File: src/rtl/fetch_queue.sv
// rtl/fetch_queue.sv - fetch-to-decode instruction buffer
// Circular FIFO of {pc, inst, error} tuples with flush for branch/trap redirect.
module fetch_queue #(
  parameter int DEPTH = 4,
  parameter int XLEN  = 32
) (
  input  logic                     clk,
  input  logic                     rst,
  input  logic                     flush,
  input  logic                     in_valid,
  output logic                     in_ready,
  input  logic [XLEN-1:0]          in_pc,
  input  logic [XLEN-1:0]          in_inst,
  input  logic                     in_error,
  output logic                     out_valid,
  input  logic                     out_ready,
  output logic [XLEN-1:0]          out_pc,
  output logic [XLEN-1:0]          out_inst,
  output logic                     out_error,
  output logic [$clog2(DEPTH):0]   count
);

  localparam int AW = $clog2(DEPTH);
  localparam int CW = AW + 1;

  logic [XLEN-1:0] r_pc_mem   [DEPTH];
  logic [XLEN-1:0] r_inst_mem [DEPTH];
  logic            r_err_mem  [DEPTH];

  logic [AW-1:0]   r_rd_ptr;
  logic [AW-1:0]   r_wr_ptr;
  logic [CW-1:0]   r_count;

  logic            w_push;
  logic            w_pop;
  logic            w_wr_en;

  assign in_ready  = !rst && (r_count != CW'(DEPTH));
  assign out_valid = (r_count != '0);
  assign w_push    = in_valid && in_ready;
  assign w_pop     = out_valid && out_ready;
  // flush wins: a push in the flush cycle must not land in storage
  assign w_wr_en   = w_push && !flush;

  // Data outputs are gated so stale or unwritten slots are never visible
  assign out_pc    = out_valid ? r_pc_mem[r_rd_ptr]   : '0;
  assign out_inst  = out_valid ? r_inst_mem[r_rd_ptr] : '0;
  assign out_error = out_valid ? r_err_mem[r_rd_ptr]  : 1'b0;
  assign count     = r_count;

  always_ff @(posedge clk) begin
    if (w_wr_en) begin
      r_pc_mem[r_wr_ptr]   <= in_pc;
      r_inst_mem[r_wr_ptr] <= in_inst;
      r_err_mem[r_wr_ptr]  <= in_error;
    end
  end

  always_ff @(posedge clk) begin
    if (rst || flush) begin
      r_rd_ptr <= '0;
      r_wr_ptr <= '0;
      r_count  <= '0;
    end else begin
      if (w_push) begin
        r_wr_ptr <= r_wr_ptr + AW'(1);
      end
      if (w_pop) begin
        r_rd_ptr <= r_rd_ptr + AW'(1);
      end
      if (w_push && !w_pop) begin
        r_count <= r_count + CW'(1);
      end else if (w_pop && !w_push) begin
        r_count <= r_count - CW'(1);
      end
    end
  end

endmodule

File: config.mk
export PLATFORM = sky130hd
export DESIGN_NAME = fetch_queue
export DESIGN_NICKNAME = d
export VERILOG_FILES = /design/src/rtl/fetch_queue.sv
export SDC_FILE = /design/constraint.sdc
export NUM_CORES = 1
export LEC_CHECK = 0
export ABC_AREA = 1
export BUFFER_PORTS_ARGS = -buffer_cell sky130_fd_sc_hd__buf_4
export CAP_MARGIN = 20
export CORE_ASPECT_RATIO = 1.5
export CORE_MARGIN = 1
export CORE_UTILIZATION = 40
export CTS_CLUSTER_DIAMETER = 80
export DETAILED_ROUTE_END_ITERATION = 7
export GPL_TIMING_DRIVEN = 0
export MAX_ROUTING_LAYER = met4
export SLEW_MARGIN = 30
export SYNTH_ARGS = -nofsm -noshare
export SYNTH_HDL_FRONTEND = slang
export SYNTH_SLANG_ARGS = --single-unit
File: constraint.sdc
create_clock -name clk -period 7.5 [get_ports clk]
set_input_delay 0.75 -clock clk [delete_from_list [all_inputs] [get_ports clk]]
set_output_delay 0.75 -clock clk [all_outputs]
set_load 0.1 [all_outputs]
==> implementation parameters <==
Parameter                              Value

Drt
  WL per Instance    17.7 um
  Count of vias placed by the detailed router    6814
  First DRT Iteration DRCs    484
  Remaining antenna violation count    0
  Drt via density    4.95
  Total iterations of the first detailed-routing run    5
  DRC    0
  Post-Route WL    24400 um

GRT
  Maximum number of pins on one net before global-route repair    21
  Global-route usage over all layers    0.189
  Sum of overflow across all layers after global routing    0
  First-pass GRT wire length    37200 um
  Number of antenna violations at the first check in global routing    0
  Vias in the first global route    6782

Final layout
  Area growth from synthesis to layout    25.1%
  Post-route cell area    13300 sq um
  Final cell count without fillers    1377
  Ratio of cells with drive above 1 in the final layout    0.229
  Final Core Density    0.511
  Final net count    1101
  Antenna Cells    0

STA
  Minimum setup slack in the final design    4.49 ns
  Final cycle utilization of the critical path    0.401
  Aggregate negative setup slack    0 ns
  Highest Clock Rate    332 MHz
  Worst-Margin Slew    0.696 ns
  RSZ-0062 raised after global routing    no
  Final hold violations    0
  Worst Hold Margin    0.427 ns
  Total count of max-transition violations in the final report    0
  Layout Skew    0.00976 ns
  Clock period minus final worst setup slack    3.01 ns
  Relative slew slack    0.535
  Number of endpoints failing setup at the final stage    0

Placement
  DP Worst Slack    4.68 ns
  Weighted congestion reported at the end of routability-driven placement    0.731
  Cell area reported after detailed placement    12500 sq um
  Post-DP HPWL    16000 um
  Number of cells in the design after placement    1331
  Count of input and output buffers    139

Clock tree
  Worst-skew pair later-pin latency    0.52 ns
  Number of buffers inserted during clock tree synthesis    25
  Clock tree from TritonCTS    built
  Root buf cell    clkbuf_16
  CTS resizes    0
  Deepest level of the CTS H-tree    1
  Clock transition at path regs    0.06 ns
  CTS max path bufs    3
  Hold buffer count at CTS    0
  Number of post-CTS setup repair buffers    0
  Sink count of the clock tree    269

Floorplanning
  Number of standard-cell rows in the floorplan    72
  Count of pins on the block boundary    140
  Core area    25900 sq um
  Die Footprint    27200 sq um
  Horizontal extent of the die    135 um
  Die height    201 um
  Starting Density    0.409

Synthesis
  Most repeated cell in the gate-level netlist after synthesis    nor2_1
  Average cell area after synthesis    12.6 sq um
  Most frequent cells after synthesis    nor2_1, edfxtp_1, o21ai_1
  Synth Instances    844
  Dominant cell type by area after synthesis    edfxtp_1
  Number of distinct library cells after synthesis    20
  Post-synth EDFFs    260
  Count of state elements after synthesis    269
  Post-synth top area share    0.737
  Fraction of synthesis flops using an asynchronous set or reset pin    0
  Synthesized cell area    10600 sq um
  Cell types with the largest area share after synthesis    edfxtp_1, nor2_1, o21ai_1, a21oi_1, o21ai_0
  Syn Nets    920
  Sequential area share after synthesis    0.754
  Synthesis warning total    0
  Most common flop cell mapped by yosys    edfxtp_1

Pwr
  Cell leakage power    4.82 nW
  Total power density per cell area    259 nW/um^2
  Final total power    3.43 mW
  Max rail drop VDD    0.191 mV

Setup path
  Slowest Stage Delay on Critical Path    0.39 ns
  Maximum fanout along the worst path    10
  Kind of capture point of the worst setup path    output pin
  Req. time, crit path    6.75 ns
  Cell repeated most along the worst path    buf_4
  Cells along the critical path    buf_4 > inv_2 > clkbuf_1 > o21ai_0 > a21oi_1 > buf_4
  Critical-path cell with the highest stage delay    clkbuf_1
  Arrival time at the worst endpoint    2.26 ns
  Critical path launch point type    flip-flop
  Setup Crit Path Kind    reg -> out
  Slack of the worst reg-to-reg path    5.05 ns

Job
  Reported max-cap violation count    0

Run status
  Status    complete, no violations

Hold path
  Path class of the lowest-slack min-delay path    in -> reg
==> placed cells by master, fill, tap and decap left out, drive strengths merged, types with 2 or more instances in the layout <==
cell type  synthesis  layout
a21oi             70      70
buf               34     188
bufinv             0       2
clkbuf            16      52
clkinv             0       6
dfxtp              9       9
edfxtp           260     260
ha                 5       5
inv               22      23
nand2             19      19
nand3              4       4
nand4              2       2
nor2             271     271
o21ai            130     130
==> worst max-delay path, delay by kind of cell, from the launching register on <==
family,cells,cell delay [ns]
DFF,1,0.30
buffers and inverters,4,0.96
AOI/OAI and AO/OA,2,0.49
==> area by class of cell <==
type | instances | area [sq um]
Fill cell | 2251 | 12700
Clock buffer | 36 | 667
Multi-Input combinational cell | 503 | 2250
Tap cell | 333 | 417
Clock inverter | 10 | 104
Timing Repair Buffer | 154 | 1440
Buffer | 50 | 313
Inverter | 22 | 82.6
Sequential cell | 269 | 7990
==> cells by family after synthesis <==
group,share of synthesized area
AND/OR/NAND/NOR,0.106
flip-flops,0.754
AO/OA/AOI/OAI,0.0944
buffers and inverters,0.0373
adder cells (fa/ha/maj),0.00779
XOR/XNOR,0.000826
==> routing by layer <==
metal  GRT usage  share of wire  vias up
li1            -              -     3334
met1       0.216           0.39     3253
met2       0.333           0.53      183
met3      0.0302          0.053       44
met4      0.0622          0.024        0
met5           -              0        -
==> report_power, final <==
| part | internal, mW | total (mW) | switching (mW) |
|---|---|---|---|
| logic | 0.122 | 0.556 | 0.434 |
| clock network | 0.688 | 1.20 | 0.514 |
| registers | 1.67 | 1.67 | 0.00531 |
| total | 2.48 | 3.43 | 0.953 |
==> sequential cells by signal, summed over array words and instances (netlist names), named ones only <==
name	cells
count	3
r_rd_ptr	2
r_inst_mem	128
r_err_mem	4
r_pc_mem	128
r_wr_ptr	2
==> final timing paths <==
kind | startpoint | to | cells after the start
max | flip-flop | out_pc[19] | 6
min reg2reg | r_rd_ptr[0] | r_rd_ptr[0] | 2
max reg2reg | count[0] | r_inst_mem[3][11] | 8
min | in_inst[18] | r_inst_mem[3][18] | 1
(Power assumes the default switching activity.)
